**src/rtl/ext_mem_loader_pkg.sv**
```systemverilog
// Shared types and constants for the external data-memory image loader.
package ext_mem_loader_pkg;

    typedef enum logic [1:0] {
        ST_IDLE   = 2'd0,
        ST_WRITE  = 2'd1,
        ST_VERIFY = 2'd2,
        ST_DONE   = 2'd3
    } state_e;

    localparam logic        MEMREQ_READ  = 1'b0;
    localparam logic        MEMREQ_WRITE = 1'b1;
    localparam int unsigned WORD_STRIDE  = 4;
    localparam int unsigned DATA_W       = 32;

endpackage

```
**src/rtl/ext_mem_loader_if.sv**
```systemverilog
// Stream input and external data-memory port of the loader.
//   master : loader side (drives in_rdy and the ext_dmemreq_* request)
//   slave  : stream source / memory side
interface ext_mem_loader_if;
    import ext_mem_loader_pkg::*;

    logic              in_val;
    logic              in_rdy;
    logic [DATA_W-1:0] in_data;
    logic              ext_dmemreq_val;
    logic              ext_dmemreq_type;
    logic [31:0]       ext_dmemreq_addr;
    logic [DATA_W-1:0] ext_dmemreq_wdata;
    logic [DATA_W-1:0] ext_dmemresp_rdata;

    modport master (
        input  in_val, in_data, ext_dmemresp_rdata,
        output in_rdy, ext_dmemreq_val, ext_dmemreq_type,
               ext_dmemreq_addr, ext_dmemreq_wdata
    );

    modport slave (
        output in_val, in_data, ext_dmemresp_rdata,
        input  in_rdy, ext_dmemreq_val, ext_dmemreq_type,
               ext_dmemreq_addr, ext_dmemreq_wdata
    );
endinterface

```
**src/rtl/ext_mem_loader_acc.sv**
```systemverilog
// Wrapping 32-bit accumulator with synchronous clear and add-enable.
//   clk, rst : clock, synchronous active-high reset
//   clr_i    : zero the accumulator (wins over en_i)
//   en_i     : add d_i on this edge
//   q_o      : registered sum
module ext_mem_loader_acc
    import ext_mem_loader_pkg::*;
(
    input  logic              clk,
    input  logic              rst,
    input  logic              clr_i,
    input  logic              en_i,
    input  logic [DATA_W-1:0] d_i,
    output logic [DATA_W-1:0] q_o
);

    logic [DATA_W-1:0] acc_q;

    always_ff @(posedge clk) begin
        if (rst)        acc_q <= '0;
        else if (clr_i) acc_q <= '0;
        else if (en_i)  acc_q <= acc_q + d_i;
    end

    assign q_o = acc_q;

endmodule

```
**src/rtl/ext_mem_loader.sv**
```systemverilog
// Loads a stream of 32-bit words into consecutive external data-memory words
// starting at BASE_ADDR while holding the core in reset.
// Optional readback checksum verify: define EXT_MEM_LOADER_VERIFY_EN.
//   clk, rst   : clock, synchronous active-high reset
//   start      : begin a load (sampled only in IDLE), num_words latched then
//   mem        : stream in (val/rdy/data) and memory request/response port
//   proc_rst   : core reset = rst | busy
//   busy       : WRITE or VERIFY in progress
//   done       : one-cycle completion pulse
//   err        : sticky error (oversize request, or readback mismatch)
//   checksum   : running sum of the words written
module ext_mem_loader
    import ext_mem_loader_pkg::*;
#(
    parameter logic [31:0] BASE_ADDR = 32'h0000_0000,
    parameter int unsigned MAX_WORDS = 1024,
    parameter int unsigned CNT_W     = 16
) (
    input  logic                clk,
    input  logic                rst,
    input  logic                start,
    input  logic [CNT_W-1:0]    num_words,
    ext_mem_loader_if.master    mem,
    output logic                proc_rst,
    output logic                busy,
    output logic                done,
    output logic                err,
    output logic [DATA_W-1:0]   checksum
);

    state_e             state_q, state_d;
    logic [CNT_W-1:0]   cnt_q, cnt_d;
    logic [CNT_W-1:0]   n_q, n_d;
    logic               err_q, err_d;
    logic               sum_clr, sum_en;
    logic [DATA_W-1:0]  sum_q;
    logic [31:0]        word_addr;
    logic               last_word;

    assign word_addr = BASE_ADDR + 32'(WORD_STRIDE) * 32'(cnt_q);
    assign last_word = (cnt_q == n_q - CNT_W'(1));

    ext_mem_loader_acc u_sum (
        .clk   (clk),
        .rst   (rst),
        .clr_i (sum_clr),
        .en_i  (sum_en),
        .d_i   (mem.in_data),
        .q_o   (sum_q)
    );

`ifdef EXT_MEM_LOADER_VERIFY_EN
    logic               rsum_clr, rsum_en;
    logic [DATA_W-1:0]  rsum_q;

    ext_mem_loader_acc u_rsum (
        .clk   (clk),
        .rst   (rst),
        .clr_i (rsum_clr),
        .en_i  (rsum_en),
        .d_i   (mem.ext_dmemresp_rdata),
        .q_o   (rsum_q)
    );
`endif

    // State and control registers.
    always_ff @(posedge clk) begin
        if (rst) begin
            state_q <= ST_IDLE;
            cnt_q   <= '0;
            n_q     <= '0;
            err_q   <= 1'b0;
        end else begin
            state_q <= state_d;
            cnt_q   <= cnt_d;
            n_q     <= n_d;
            err_q   <= err_d;
        end
    end

    // Next state, request generation and accumulator control.
    always_comb begin
        state_d                = state_q;
        cnt_d                  = cnt_q;
        n_d                    = n_q;
        err_d                  = err_q;
        sum_clr                = 1'b0;
        sum_en                 = 1'b0;
`ifdef EXT_MEM_LOADER_VERIFY_EN
        rsum_clr               = 1'b0;
        rsum_en                = 1'b0;
`endif
        mem.in_rdy             = 1'b0;
        mem.ext_dmemreq_val    = 1'b0;
        mem.ext_dmemreq_type   = MEMREQ_READ;
        mem.ext_dmemreq_addr   = '0;
        mem.ext_dmemreq_wdata  = '0;

        case (state_q)
            ST_IDLE: begin
                if (start) begin
                    if (num_words == '0) begin
                        err_d   = 1'b0;
                        state_d = ST_DONE;
                    end else if (32'(num_words) > MAX_WORDS) begin
                        err_d   = 1'b1;
                        state_d = ST_DONE;
                    end else begin
                        n_d     = num_words;
                        cnt_d   = '0;
                        err_d   = 1'b0;
                        sum_clr = 1'b1;
`ifdef EXT_MEM_LOADER_VERIFY_EN
                        rsum_clr = 1'b1;
`endif
                        state_d = ST_WRITE;
                    end
                end
            end

            ST_WRITE: begin
                mem.in_rdy = 1'b1;
                if (mem.in_val) begin
                    mem.ext_dmemreq_val   = 1'b1;
                    mem.ext_dmemreq_type  = MEMREQ_WRITE;
                    mem.ext_dmemreq_addr  = word_addr;
                    mem.ext_dmemreq_wdata = mem.in_data;
                    sum_en                = 1'b1;
                    if (last_word) begin
                        cnt_d = '0;
`ifdef EXT_MEM_LOADER_VERIFY_EN
                        state_d = ST_VERIFY;
`else
                        state_d = ST_DONE;
`endif
                    end else begin
                        cnt_d = cnt_q + CNT_W'(1);
                    end
                end
            end

`ifdef EXT_MEM_LOADER_VERIFY_EN
            ST_VERIFY: begin
                mem.ext_dmemreq_val  = 1'b1;
                mem.ext_dmemreq_type = MEMREQ_READ;
                mem.ext_dmemreq_addr = word_addr;
                rsum_en              = 1'b1;
                if (last_word) begin
                    // rsum_q lags by one read, so fold in the current word.
                    if (rsum_q + mem.ext_dmemresp_rdata != sum_q) err_d = 1'b1;
                    cnt_d   = '0;
                    state_d = ST_DONE;
                end else begin
                    cnt_d = cnt_q + CNT_W'(1);
                end
            end
`endif

            ST_DONE: state_d = ST_IDLE;

            default: state_d = ST_IDLE;
        endcase
    end

    assign busy     = (state_q == ST_WRITE) || (state_q == ST_VERIFY);
    assign done     = (state_q == ST_DONE);
    assign err      = err_q;
    assign checksum = sum_q;
    assign proc_rst = rst | busy;

endmodule

```
**src/flat_wrapper.sv**
```systemverilog
// flat-port wrapper written by rule: the top's interface ports become plain ports
module ext_mem_loader_flat import ext_mem_loader_pkg::*;
#(
    parameter logic [31:0] BASE_ADDR = 32'h0000_0000,
    parameter int unsigned MAX_WORDS = 1024,
    parameter int unsigned CNT_W     = 16
)
  (clk, rst, start, num_words, proc_rst, busy, done, err, checksum, mem_in_val, mem_in_data, mem_ext_dmemresp_rdata, mem_in_rdy, mem_ext_dmemreq_val, mem_ext_dmemreq_type, mem_ext_dmemreq_addr, mem_ext_dmemreq_wdata);
  ext_mem_loader_if mem_i ();
  input  logic clk;
  input  logic rst;
  input  logic start;
  input  logic [CNT_W-1:0] num_words;
  output logic proc_rst;
  output logic busy;
  output logic done;
  output logic err;
  output logic [DATA_W-1:0] checksum;
  input wire logic [$bits(mem_i.in_val)-1:0] mem_in_val;
  input wire logic [$bits(mem_i.in_data)-1:0] mem_in_data;
  input wire logic [$bits(mem_i.ext_dmemresp_rdata)-1:0] mem_ext_dmemresp_rdata;
  output wire logic [$bits(mem_i.in_rdy)-1:0] mem_in_rdy;
  output wire logic [$bits(mem_i.ext_dmemreq_val)-1:0] mem_ext_dmemreq_val;
  output wire logic [$bits(mem_i.ext_dmemreq_type)-1:0] mem_ext_dmemreq_type;
  output wire logic [$bits(mem_i.ext_dmemreq_addr)-1:0] mem_ext_dmemreq_addr;
  output wire logic [$bits(mem_i.ext_dmemreq_wdata)-1:0] mem_ext_dmemreq_wdata;
  assign mem_i.in_val = mem_in_val;
  assign mem_i.in_data = mem_in_data;
  assign mem_i.ext_dmemresp_rdata = mem_ext_dmemresp_rdata;
  assign mem_in_rdy = mem_i.in_rdy;
  assign mem_ext_dmemreq_val = mem_i.ext_dmemreq_val;
  assign mem_ext_dmemreq_type = mem_i.ext_dmemreq_type;
  assign mem_ext_dmemreq_addr = mem_i.ext_dmemreq_addr;
  assign mem_ext_dmemreq_wdata = mem_i.ext_dmemreq_wdata;
  ext_mem_loader #(.BASE_ADDR(BASE_ADDR), .MAX_WORDS(MAX_WORDS), .CNT_W(CNT_W)) u_core (.clk(clk), .rst(rst), .start(start), .num_words(num_words), .mem(mem_i), .proc_rst(proc_rst), .busy(busy), .done(done), .err(err), .checksum(checksum));
endmodule
```
**config.mk**
```make
export PLATFORM = sky130hd
export DESIGN_NAME = ext_mem_loader_flat
export DESIGN_NICKNAME = d
export VERILOG_FILES = /design/src/rtl/ext_mem_loader_pkg.sv /design/src/rtl/ext_mem_loader_if.sv /design/src/rtl/ext_mem_loader_acc.sv /design/src/rtl/ext_mem_loader.sv /design/src/flat_wrapper.sv
export SDC_FILE = /design/constraint.sdc
export NUM_CORES = 1
export LEC_CHECK = 0
export ABC_AREA = 1
export BUFFER_PORTS_ARGS = -buffer_cell sky130_fd_sc_hd__buf_2
export CAP_MARGIN = 20
export CORE_ASPECT_RATIO = 1.1
export CORE_MARGIN = 2
export CORE_UTILIZATION = 40
export CTS_BUF_LIST = sky130_fd_sc_hd__clkbuf_8
export DETAILED_ROUTE_END_ITERATION = 8
export PLACE_DENSITY = 0.74
export SETUP_SLACK_MARGIN = 0.5
export SLEW_MARGIN = 10
export SYNTH_ARGS = -nofsm -noshare
export SYNTH_HDL_FRONTEND = slang
export SYNTH_SLANG_ARGS = --single-unit
```
**constraint.sdc**
```tcl
create_clock -name clk -period 7.45 [get_ports clk]
set_input_delay 2.235 -clock clk [delete_from_list [all_inputs] [get_ports clk]]
set_output_delay 2.235 -clock clk [all_outputs]
set_load 0.005 [all_outputs]
```
## Word level (Yosys, flattened, before mapping)

Cells that the tools add are included.

| storage, ports and cells | value |
|---|---|
| bits in registers | 67 |
| latch bits | 0 |
| output and inout port bits | 103 |
| bits in read-only memories | 0 |
| input bits | 84 |
| memory bits (writable) | 0 |
| memories | 0 |

| operators by class | value |
|---|---|
| reduce and logical (&&, ||, !) cells | 9 |
| bitwise gates (word level) | 3 |
| add/sub/neg operators | 3 |
| $mul | 0 |
| equality and inequality tests | 9 |
| shift-type cells | 0 |
| order comparisons | 1 |
| div/mod/pow operators | 0 |
| multiplexer cells | 25 |

Operators with widths:

| operator | number |
|---|---|
| 32-bit two-way mux | 3 |
| 16-bit two-way mux | 5 |
| 32-bit adder | 1 |
| 16-bit case mux with 2 select lines | 1 |
| 18-bit two-way mux | 1 |
| 16-bit by 1-bit adder with 16-bit output, second input constant | 1 |
| 16-bit equality test | 1 |
| 16-bit by 11-bit > comparator with 1-bit output, second input constant | 1 |
| 16-bit zero test | 1 |
| 16-bit by 1-bit subtractor with 16-bit output, second input constant | 1 |
| 2-bit two-way mux | 5 |
| 1-bit two-way mux | 9 |
| 2-bit inequality test, second input constant | 4 |
| 5-bit AND reduction | 1 |
| 2-bit equality test, second input constant | 2 |
| 2-bit case mux with 2 select lines | 1 |
| 4-bit AND reduction | 1 |
| 3-bit AND reduction | 1 |
| 2-bit by 1-bit equality test with 1-bit output, second input constant | 1 |
| 2-bit zero test | 1 |
| 2-bit by 1-bit inequality test with 1-bit output, second input constant | 1 |
| 1-bit NOT | 2 |
| 2-bit AND reduction | 1 |
| 2-bit nonzero test | 1 |
| 3 further kinds | 3 |

## Longest topological paths before layout

| depth | value |
|---|---|
| word-level depth | 6 |
| mapped depth | 17 |

## Modules after synthesis

Synthesis repeated with hierarchy kept, for this count alone.

| second synthesis, totals | value |
|---|---|
| cells, all modules | 1160 |
| area, all modules | 6441.2 µm² |

By module, submodules not included:

| module | cells each | seq. area each (µm²) | instances | area each (µm²) |
|---|---|---|---|---|
| ext_mem_loader_acc | 679 | 640.6 | 1 | 3672.3 |
| ext_mem_loader | 481 | 700.7 | 1 | 2768.9 |

## Least setup slack after synthesis

No wires, ideal clock.

| timing | value |
|---|---|
| kind | input to output |
| from | in mem_in_val |
| to | out mem_ext_dmemreq_wdata[10] |
| slack | 2214 ps |
| arrival time | 3001 ps |
| stages on the path | 4 |
| cells stage by stage | nand2_1 -> clkbuf_1 -> clkbuf_1 -> nor2_1 |

| between the ends | value |
|---|---|
| longest elaborated chain between the ends | 2 |

RTL lines:

| element | line | text |
|---|---|---|
| from (decl) | flat_wrapper.sv:19 | `input wire logic [$bits(mem_i.in_val)-1:0] mem_in_val;` |
| 32-bit two-way mux | ext_mem_loader.sv:123 | `if (mem.in_val) begin` |
| 32-bit two-way mux | ext_mem_loader.sv:99 | `case (state_q)` |
| to (decl) | flat_wrapper.sv:26 | `output wire logic [$bits(mem_i.ext_dmemreq_wdata)-1:0] mem_ext_dmemreq_wdata;` |

No other way between the ends.

## Worst setup path in the final report

| timing | value |
|---|---|
| from | in mem_in_val |
| to | out mem_ext_dmemreq_wdata[0] |

The elaborated chain is that of the path after synthesis.

==> load_flow_metrics.sql <==
INSERT INTO impl_metrics (metric_group, metric, value, unit) VALUES
('sta', 'max_slew.worst_pin.slew', '1.04', 'ns'),
('critical_path', 'worst_ep_arrival_time', '3.29', 'ns'),
('synth', 'synthesis.instances', '910', ''),
('synth', 'asyncSetResetFlopFracSynth', '0', ''),
('sta', 'final_cycle_share', '0.742', ''),
('clock_network', 'post_cts.repair.setup_buffers', '0', ''),
('grt', 'grt_util_all_layers', '0.206', ''),
('sta', 'rsz0062_at_grt', 'no', ''),
('sta', 'timing.fmax', '181', 'MHz'),
('clock_network', 'clk_pin_slew', '0.09', 'ns'),
('synth', 'number_of_synthesized_flops_with_an_enable_pin', '0', ''),
('clock_network', 'post_cts.resized_instances', '0', ''),
('sta', 'slew_violations', '0', ''),
('synth', 'yosys.area.top_type', 'dfxtp_1', ''),
('routing', 'routed_wire_length', '15400', 'µm'),
('clock_network', 'cts_htree_levels', '3', ''),
('sta', 'report.final.setup_viol', '0', ''),
('sta', 'fin_tns_setup', '0', 'ns'),
('sta', 'worst_case_hold_slack', '0.459', 'ns'),
('floorplanning', 'core.rowCount', '45', ''),
('floorplanning', 'boundaryPins', '187', ''),
('clock_network', 'cts_num_sinks', '67', ''),
('synth', 'ys_types', '41', ''),
('placed_design', 'number_of_buffer_cells_added_on_primary_ports', '138', ''),
('floorplanning', 'dieArea', '15100', 'µm²'),
('placed_design', 'cell_count_after_placement', '1215', ''),
('routing', 'route.detailed.vias_per_inst', '4.83', ''),
('routing', 'first_pass_detailed_route_iteration_total', '5', ''),
('synth', 'ys_top_cells_by_area', 'dfxtp_1, nand2_1, nor2_1', ''),
('clock_network', 'cts-hold-fix-buffers', '0', ''),
('clock_network', 'cts_root_buf', 'clkbuf_8', ''),
('clock_network', 'tritoncts', 'done', ''),
('grt', 'global_route_wire_length_before_repair', '24900', 'µm'),
('synth', 'synth.yosys.seq_area_share', '0.238', ''),
('sta', 'min_period', '5.53', 'ns'),
('layout', 'layoutNonFillerInstCount', '1231', ''),
('placed_design', 'gpl.final_weighted_congestion', '0.933', ''),
('synth', 'syn_area', '5640', 'µm²'),
('critical_path', 'critical_path_peak_fanout', '58', ''),
('hold_path', 'holdCritPathClass', 'register to register', ''),
('floorplanning', 'die_width', '117', 'µm'),
('routing', 'vias', '5948', ''),
('power', 'power_per_cell_area', '214', 'nW/µm²'),
('critical_path', 'required', '5.22', 'ns'),
('clock_network', 'number_of_buffers_created_by_cts', '9', ''),
('routing', 'drt_drc_violations_left', '0', ''),
('sta', 'worst_slew_margin_rel', '0.306', ''),
('layout', 'antenna_cells_inserted', '0', ''),
('grt', 'grt_overflow_total', '0', ''),
('grt', 'grt_start_max_net_pins', '59', ''),
('critical_path', 'critPathLaunchType', 'primary input', ''),
('grt', 'grt_pass1_vias', '5409', ''),
('layout', 'layout-area-overhead-vs-synth', '17.0', '%'),
('layout', 'layout.cells.most_common_list', 'nand2_1, nor2_1, buf_2, inv_1, a21oi_1', ''),
('synth', 'netlist.area_leader.share', '0.238', ''),
('synth', 'synth-main-ff-cell', 'dfxtp_1', ''),
('grt', 'antenna_found_initial', '0', ''),
('routing', 'detail-route-antenna-nets', '0', ''),
('job', 'timing.max_cap.violations', '0', ''),
('routing', 'post_drt_wl_per_cell', '12.5', 'µm'),
('layout', 'fraction_of_final_layout_cells_sized_beyond_drive_strength_1', '0.190', ''),
('status', 'outcome', 'complete, no violations', ''),
('floorplanning', 'initial_core_util', '0.409', ''),
('sta', 'number_of_hold_violations_in_the_final_report', '0', ''),
('floorplanning', 'die_height', '129', 'µm'),
('floorplanning', 'core_area', '13800', 'µm²'),
('critical_path', 'worstSetupPathType', 'primary input to output pin', ''),
('placed_design', 'hpwl_detailed', '11900', 'µm'),
('synth', 'ys_seq_elements', '67', ''),
('critical_path', 'critical_path.endpoint_type', 'output pin', ''),
('power', 'total_leakage_power', '0.00354', 'µW'),
('clock_network', 'clkLatencyLatePin', '0.36', 'ns'),
('layout', 'layout_commonest_cell', 'nand2_1', ''),
('sta', 'worst_clock_skew', '0.0129', 'ns'),
('layout', 'fin_nets', '1159', ''),
('synth', 'synth_warnings', '0', ''),
('clock_network', 'number_of_buffers_on_the_longest_clock_path', '2', ''),
('routing', 'number_of_drc_violations_after_detailed_routing_iteration_0', '390', ''),
('power', 'vdd.ir_drop.worst', '117', 'µV'),
('synth', 'avgSynthCellArea', '6.20', 'µm²');
power breakdown:
group | switching [µW] | internal [µW] | total, µW
combinational | 393 | 235 | 628
clock | 157 | 185 | 343
sequential | 37.1 | 404 | 441
total | 588 | 824 | 1410
stage by stage:
stage,setup slack [ns],utilization,area [µm²],total power [µW]
6_report,1.92,0.479,6600,1410
5_1_grt,1.85,0.479,6600,1530
4_1_cts,1.91,0.479,6600,1420
3_5_place_dp,1.91,0.464,6390,1070
3_3_place_gp,1.92,0.464,6390,1060
2_1_floorplan,2.21,-,5700,914
state kept, by name, indices dropped and copies added, names as in the netlist:
register,flops
u_core.u_sum.q_o,32
u_core.cnt_q,16
u_core.n_q,16
u_core.state_q,2
u_core.err,1
logic make-up after synthesis:
group / after synthesis / share of synthesized area
xor gates and xnor gates: 41 / 0.0636
other: 1 / 0.000664
AOI/OAI and AO/OA: 153 / 0.145
and+or+nand+nor: 442 / 0.338
adders and majority gates: 37 / 0.0834
muxes: 1 / 0.00177
DFF: 67 / 0.238
buffers and inverters: 168 / 0.131
worst paths after layout:
check	from	endpoint	slack, ns	depth (start not counted)
worst max-delay path	mem_in_val	mem_ext_dmemreq_wdata[0]	1.92	5
worst min-delay path	u_core.n_q[15]	u_core.n_q[15]	0.46	2
worst max register to register	u_core.u_sum.q_o[0]	u_core.u_sum.q_o[30]	4.80	15
worst min register to register	u_core.n_q[15]	u_core.n_q[15]	0.46	2
cells in the mapped netlist, drive strengths merged (2+ instances only):
master / n
nor2: 177
nand2: 181
nor4: 2
nor3: 15
a21o: 6
clkbuf: 13
xor2: 25
a21boi: 2
ha: 36
xnor2: 16
or2: 4
o21ai: 61
buf: 25
o211ai: 4
nand3: 49
a21oi: 71
o21a: 3
nand4: 10
dfxtp: 67
a211oi: 4
nand3b: 3
inv: 130
final cells by class:
type | count | area, µm²
multi-input combinational | 690 | 3620
sequential | 67 | 1340
clock buffer | 9 | 124
clock inverter | 7 | 85.1
timing repair buffer | 140 | 706
inverter | 130 | 488
fill | 1464 | 7190
tap | 188 | 235
per-layer routing:
metal	routed length [µm]	vias up	part of all wire	track usage
li1	-	3122	-	-
met1	6940	2639	0.45	0.252
met2	7380	157	0.48	0.363
met3	736	30	0.048	0.0419
met4	314	0	0.020	0.0581
met5	0	-	0	0
critical path, cell delays in order:
cell and delay (ns):
buf_2 0.11, nand2_2 0.07, buf_4 0.53, nor2_1 0.16, buf_2 0.17
(Power assumes the default switching activity.)
